===== src/rtl/wed_capture_if.sv =====
// PSL buffer-write and response signals seen by the WED capture stage.
// The PSL side drives everything (master); the capture block only listens (slave).
interface wed_capture_if;
    logic         ha_bwvalid;
    logic [0:7]   ha_bwtag;
    logic         ha_bwtagpar;
    logic [0:5]   ha_bwad;
    logic [0:511] ha_bwdata;
    logic [0:7]   ha_bwpar;
    logic         ha_rvalid;
    logic [0:7]   ha_rtag;
    logic         ha_rtagpar;
    logic [0:7]   ha_response;

    // Valid/ready note: these streams carry no back-pressure; a beat or a
    // response exists exactly in the cycles where its valid is high.
    modport master (
        output ha_bwvalid, ha_bwtag, ha_bwtagpar, ha_bwad, ha_bwdata, ha_bwpar,
        output ha_rvalid, ha_rtag, ha_rtagpar, ha_response
    );
    modport slave (
        input ha_bwvalid, ha_bwtag, ha_bwtagpar, ha_bwad, ha_bwdata, ha_bwpar,
        input ha_rvalid, ha_rtag, ha_rtagpar, ha_response
    );
endinterface


===== src/rtl/wed_capture.sv =====
// Captures the two 512-bit WED beats for one armed tag, checks parity and
// qualifies completion against the PSL response code.
module wed_capture #(
    parameter bit         PARITY_EN = 1'b1,
    parameter logic [7:0] RESP_DONE = 8'h00
) (
    input  logic          clock,
    input  logic          reset,
    input  logic          arm,
    input  logic [0:7]    arm_tag,
    wed_capture_if.slave  psl,
    output logic          busy,
    output logic          wed_valid,
    output logic [0:1023] wed_data,
    output logic          wed_error,
    output logic [0:7]    wed_status,
    output logic [1:0]    state_dbg
);

    typedef enum logic [1:0] {
        S_IDLE  = 2'd0,
        S_ARMED = 2'd1,
        S_DONE  = 2'd2,
        S_ERROR = 2'd3
    } state_t;

    state_t        state, state_n;
    logic [0:7]    tag_q, tag_n;
    logic [1:0]    mask_q, mask_n;
    logic          pend_q, pend_n;
    logic [0:7]    pcode_q, pcode_n;
    logic          busy_n, valid_n, error_n;
    logic [0:7]    status_n;
    logic [0:1023] data_n;

    logic       bw_hit, r_hit;
    logic       bw_tagpar_bad, r_tagpar_bad, data_par_bad, ad_bad;
    logic       wr_err;
    logic [0:7] wr_code;

    assign state_dbg = state;

    always_ff @(posedge clock) begin
        if (reset) begin
            state      <= S_IDLE;
            tag_q      <= 8'h00;
            mask_q     <= 2'b00;
            pend_q     <= 1'b0;
            pcode_q    <= 8'h00;
            busy       <= 1'b0;
            wed_valid  <= 1'b0;
            wed_error  <= 1'b0;
            wed_status <= 8'h00;
            wed_data   <= '0;
        end else begin
            state      <= state_n;
            tag_q      <= tag_n;
            mask_q     <= mask_n;
            pend_q     <= pend_n;
            pcode_q    <= pcode_n;
            busy       <= busy_n;
            wed_valid  <= valid_n;
            wed_error  <= error_n;
            wed_status <= status_n;
            wed_data   <= data_n;
        end
    end

    always_comb begin
        state_n  = state;
        tag_n    = tag_q;
        mask_n   = mask_q;
        pend_n   = pend_q;
        pcode_n  = pcode_q;
        valid_n  = wed_valid;
        error_n  = wed_error;
        status_n = wed_status;
        data_n   = wed_data;

        bw_hit        = (state == S_ARMED) && psl.ha_bwvalid && (psl.ha_bwtag == tag_q);
        r_hit         = (state == S_ARMED) && psl.ha_rvalid && (psl.ha_rtag == tag_q);
        bw_tagpar_bad = PARITY_EN && (psl.ha_bwtagpar != ^psl.ha_bwtag);
        r_tagpar_bad  = PARITY_EN && (psl.ha_rtagpar != ^psl.ha_rtag);
        ad_bad        = (psl.ha_bwad > 6'd1);

        data_par_bad = 1'b0;
        for (int i = 0; i < 8; i++) begin
            if (psl.ha_bwpar[i] != ^psl.ha_bwdata[64*i +: 64]) data_par_bad = 1'b1;
        end
        data_par_bad = data_par_bad && PARITY_EN;

        // One code per write; a dropped beat makes its data parity irrelevant.
        wr_err  = 1'b1;
        wr_code = 8'h00;
        if (bw_tagpar_bad)     wr_code = 8'hE0;
        else if (ad_bad)       wr_code = 8'hE4;
        else if (data_par_bad) wr_code = 8'hE1;
        else                   wr_err  = 1'b0;

        case (state)
            S_ARMED: begin
                if (bw_hit) begin
                    if (!ad_bad) begin
                        if (psl.ha_bwad[5]) data_n[512:1023] = psl.ha_bwdata;
                        else                data_n[0:511]    = psl.ha_bwdata;
                        mask_n[psl.ha_bwad[5]] = 1'b1;
                    end
                    if (wr_err && !pend_q) begin
                        pend_n  = 1'b1;
                        pcode_n = wr_code;
                    end
                end
                // Evaluated against mask/pending including a same-cycle write.
                if (r_hit) begin
                    state_n = S_ERROR;
                    error_n = 1'b1;
                    if (r_tagpar_bad)                       status_n = 8'hE2;
                    else if (psl.ha_response != RESP_DONE)  status_n = psl.ha_response;
                    else if (pend_n)                        status_n = pcode_n;
                    else if (mask_n != 2'b11)               status_n = 8'hE3;
                    else begin
                        state_n  = S_DONE;
                        error_n  = 1'b0;
                        valid_n  = 1'b1;
                        status_n = 8'h00;
                    end
                end
            end
            default: begin
                if (arm) begin
                    state_n  = S_ARMED;
                    tag_n    = arm_tag;
                    mask_n   = 2'b00;
                    pend_n   = 1'b0;
                    pcode_n  = 8'h00;
                    valid_n  = 1'b0;
                    error_n  = 1'b0;
                    status_n = 8'h00;
                end
            end
        endcase

        busy_n = (state_n == S_ARMED);
    end

endmodule


===== src/flat_wrapper.sv =====
// flat-port wrapper written by rule: the top's interface ports become plain ports
module wed_capture_flat 
#(
    parameter bit         PARITY_EN = 1'b1,
    parameter logic [7:0] RESP_DONE = 8'h00
)
  (clock, reset, arm, arm_tag, busy, wed_valid, wed_data, wed_error, wed_status, state_dbg, psl_ha_bwvalid, psl_ha_bwtag, psl_ha_bwtagpar, psl_ha_bwad, psl_ha_bwdata, psl_ha_bwpar, psl_ha_rvalid, psl_ha_rtag, psl_ha_rtagpar, psl_ha_response);
  wed_capture_if psl_i ();
  input  logic clock;
  input  logic reset;
  input  logic arm;
  input  logic [0:7] arm_tag;
  output logic busy;
  output logic wed_valid;
  output logic [0:1023] wed_data;
  output logic wed_error;
  output logic [0:7] wed_status;
  output logic [1:0] state_dbg;
  input wire logic [$bits(psl_i.ha_bwvalid)-1:0] psl_ha_bwvalid;
  input wire logic [$bits(psl_i.ha_bwtag)-1:0] psl_ha_bwtag;
  input wire logic [$bits(psl_i.ha_bwtagpar)-1:0] psl_ha_bwtagpar;
  input wire logic [$bits(psl_i.ha_bwad)-1:0] psl_ha_bwad;
  input wire logic [$bits(psl_i.ha_bwdata)-1:0] psl_ha_bwdata;
  input wire logic [$bits(psl_i.ha_bwpar)-1:0] psl_ha_bwpar;
  input wire logic [$bits(psl_i.ha_rvalid)-1:0] psl_ha_rvalid;
  input wire logic [$bits(psl_i.ha_rtag)-1:0] psl_ha_rtag;
  input wire logic [$bits(psl_i.ha_rtagpar)-1:0] psl_ha_rtagpar;
  input wire logic [$bits(psl_i.ha_response)-1:0] psl_ha_response;
  assign psl_i.ha_bwvalid = psl_ha_bwvalid;
  assign psl_i.ha_bwtag = psl_ha_bwtag;
  assign psl_i.ha_bwtagpar = psl_ha_bwtagpar;
  assign psl_i.ha_bwad = psl_ha_bwad;
  assign psl_i.ha_bwdata = psl_ha_bwdata;
  assign psl_i.ha_bwpar = psl_ha_bwpar;
  assign psl_i.ha_rvalid = psl_ha_rvalid;
  assign psl_i.ha_rtag = psl_ha_rtag;
  assign psl_i.ha_rtagpar = psl_ha_rtagpar;
  assign psl_i.ha_response = psl_ha_response;
  wed_capture #(.PARITY_EN(PARITY_EN), .RESP_DONE(RESP_DONE)) u_core (.clock(clock), .reset(reset), .arm(arm), .arm_tag(arm_tag), .psl(psl_i), .busy(busy), .wed_valid(wed_valid), .wed_data(wed_data), .wed_error(wed_error), .wed_status(wed_status), .state_dbg(state_dbg));
endmodule

===== config.mk =====
export PLATFORM = sky130hd
export DESIGN_NAME = wed_capture_flat
export DESIGN_NICKNAME = d
export VERILOG_FILES = /design/src/rtl/wed_capture_if.sv /design/src/rtl/wed_capture.sv /design/src/flat_wrapper.sv
export SDC_FILE = /design/constraint.sdc
export NUM_CORES = 2
export LEC_CHECK = 0
export CORE_AREA = 2 2 623 625
export DETAILED_ROUTE_END_ITERATION = 10
export DIE_AREA = 0 0 625 627
export GPL_TIMING_DRIVEN = 0
export SLEW_MARGIN = 10
export SYNTH_ARGS = -nofsm -noshare
export SYNTH_HDL_FRONTEND = slang
export SYNTH_SLANG_ARGS = --single-unit

===== constraint.sdc =====
create_clock -name clock -period 3.5 [get_ports clock]
set_input_delay 1.05 -clock clock [delete_from_list [all_inputs] [get_ports clock]]
set_output_delay 1.05 -clock clock [all_outputs]
set_load 0.02 [all_outputs]

==> results_dict.tcl <==
set metrics [dict create \
    status "complete, no violations" \
    syn_to_final_growth_pct 70.4 \
    vias_per_cell 3.62 \
    final_max_slew_viol_count 0 \
    core_area_um2 385000 \
    powerDensity_nw_per_um2 498 \
    drt_first_iter_violations 3295 \
    grt_first_pass_wirelength_um 457000 \
    finalCriticalPeriod_ps 3490 \
    mappedNetlistNets 5713 \
    p_leak_uw 0.0231 \
    cts_tree "done" \
    drive_gt1_share_pct 7.49 \
    ys_warn_count 0 \
    netlist_instances 5148 \
    cts_buffers 143 \
    max-clock-path-buffers 4 \
    drt_wl_total_um 371000 \
    syn_area_um2 40800 \
    fp.dieH_um 627 \
    synth_edf_count 0 \
    setup_tns_ps 0 \
    nNetsFinal 7480 \
    dp_hpwl_um 324000 \
    setup_viol 0 \
    die_w_um 625 \
    portBuffers 1600 \
    synth_top_area_cell "dfxtp_1" \
    rows 228 \
    hold_buffers 0 \
    fmax_mhz 287 \
    clock-root-buffer "clkbuf_16" \
    drc_errors 0 \
    synthDominantCellAreaShare_pct 51.8 \
    critPathCaptureType "register" \
    pin_count 1602 \
    detail-route-antenna-nets 0 \
    post-route-period-util_pct 99.7 \
    postSynth.asyncResetShare_pct 0 \
    worstPathArrival_ps 4230 \
    vias 44000 \
    min_path_type "register to register" \
    place_congestion 0.951 \
    grt_usage_pct 18.1 \
    cap_violations 0 \
    slew_headroom_pct 15.1 \
    peakVddDrop_mv 0.556 \
    synthTopCellsByArea "dfxtp_1 (52%), nand2_1 (19%), a21oi_1 (13%)" \
    crit_required_ps 4240 \
    cts_sinks 1056 \
    fin_area_um2 69500 \
    ys_ff_latch 1056 \
    antenna_found_initial 85 \
    die-area_um2 392000 \
    worst_setup_path_start_kind "primary input" \
    ys_seq_area_share_pct 51.8 \
    first_global_vias 41500 \
    worst_slew_pin_slew_ps 1270 \
    critPathKind "primary input to register" \
    gr-total-overflow 0 \
    cp_max_fo 5 \
    drt-wirelength-per-cell_um 30.5 \
    finalHoldViolCount 0 \
    first_pass_iters 7 \
    dpl_cell_area_um2 63600 \
    start_util_pct 10.6 \
    synth_cell_types 35 \
    clock_latency_ps 870 \
    skew_ps 68.9 \
    htree_levels 4 \
    clkTransAtPathRegs_ps 60 \
    syn_avg_cell_area_um2 7.93 \
    synth_ff_type "dfxtp_1" \
    grt_max_degree 14 \
]
synthesized netlist by cell type (all sizes together) (6+ instances only):
master / number
nor3: 12
and3: 6
clkbuf: 339
o21ai: 6
nand2b: 8
nor2: 27
nand3: 6
xor2: 72
a21oi: 1039
xnor3: 8
xnor2: 456
nand2: 2073
dfxtp: 1056
sequential cells by signal (all words and copies together) (netlist names), 2 cells and up:
name               flops
u_core.mask_q          2
u_core.wed_data     1024
u_core.pcode_q         8
u_core.tag_q           8
u_core.wed_status      8
u_core.state_dbg       2
area by class of cell:
type                       instances  area [um^2]
buffer                           343         1450
sequential                      1056        21100
timing repair buffer            1623        16500
antenna                           63          158
clock buffer                     200         4070
inverter                           3         11.3
tap                             5060         6330
multi-input combinational       3745        19100
fill                           43200       315000
clock inverter                    54          748
layout by cell type (no fill, tap or decap), types with 4 or more instances in the layout:
| cell type | count |
|---|---|
| nand2_1 | 2069 |
| clkdlybuf4s50_1 | 1258 |
| dfxtp_1 | 1056 |
| a21oi_1 | 1038 |
| xnor2_1 | 380 |
| clkbuf_1 | 279 |
| dlymetal6s2s_1 | 147 |
| clkbuf_16 | 143 |
| clkbuf_2 | 123 |
| dlygate4sd2_1 | 107 |
| xnor2_2 | 69 |
| xor2_1 | 67 |
| diode_2 | 63 |
| clkdlybuf4s15_2 | 34 |
| clkbuf_8 | 31 |
| nor2_1 | 26 |
| clkinvlp_4 | 10 |
| bufinv_16 | 10 |
| clkbuf_4 | 9 |
| inv_6 | 9 |
| clkinv_2 | 9 |
| nor3_1 | 8 |
| nand2b_1 | 8 |
| xnor2_4 | 7 |
| buf_16 | 7 |
| buf_12 | 7 |
| and3_1 | 6 |
| o21ai_0 | 6 |
| clkinv_4 | 6 |
| buf_4 | 5 |
| xnor3_2 | 5 |
| xor2_2 | 5 |
| nand3_1 | 5 |
| buf_1 | 4 |
| buf_2 | 4 |
| a31oi_1 | 4 |
| buf_8 | 4 |
stage by stage:
stage	instances	hold WS, ps	total power (uW)	setup WS (ps)	util, %
after floorplan	5148	431	14600	230	-
final	12100	448	34700	11.1	18.1
after detailed placement	11800	442	18800	-2360	16.5
after CTS	12100	450	35200	-17.8	17.9
after global placement	11800	437	17800	-4720	16.4
after global routing	12100	460	35800	-20.5	18.0
path summary, 6_finish.rpt:
path,slack (ps),cells after the start,from,to
min reg2reg,450,2,u_core.wed_data[501],u_core.wed_data[501]
min,450,2,u_core.wed_data[501],u_core.wed_data[501]
max reg2reg,410,10,u_core.state_dbg[0],u_core.wed_data[55]
max,10,13,psl_ha_bwdata[457],u_core.pcode_q[5]
worst max-delay path, stage by stage:
cell	delay [ps]
clkdlybuf4s50_1	490
xnor2_2	190
xnor2_2	170
xnor2_2	290
xnor2_2	200
xnor3_2	350
xnor2_4	380
nor4_4	60
buf_6	150
buf_4	140
a311o_2	430
nand2b_1	150
a31oi_1	150
power by group:
part | internal, uW | leakage (uW) | switching (uW)
Clock | 8980 | 0.00233 | 6440
Sequential | 12000 | 0.00850 | 7.38
Combinational | 3090 | 0.0123 | 4110
per-layer routing:
| layer | global-route usage [%] | wire length [um] | up-vias |
|---|---|---|---|
| met5 | 0 | 27 | - |
| met4 | 7.53 | 18600 | 4 |
| met3 | 7.02 | 36800 | 517 |
| met2 | 31.5 | 181000 | 2010 |
| met1 | 19.4 | 135000 | 21300 |
| li1 | - | - | 20100 |
what timing repair did:
item                                    in CTS  in global routing
pin swaps                                   21                 62
endpoints found under the setup margin    1054                539
setup buffers                                5                  0
gates resized for setup                    358                394
logic make-up after synthesis:
family	count (synthesis)	synth area share [%]
simple gates	2150	20.1
buf+inv	347	3.20
xor+xnor	536	11.8
flops	1056	51.8
compound gates	1059	13.1
Note: power is estimated with default switching activity, not from simulation.
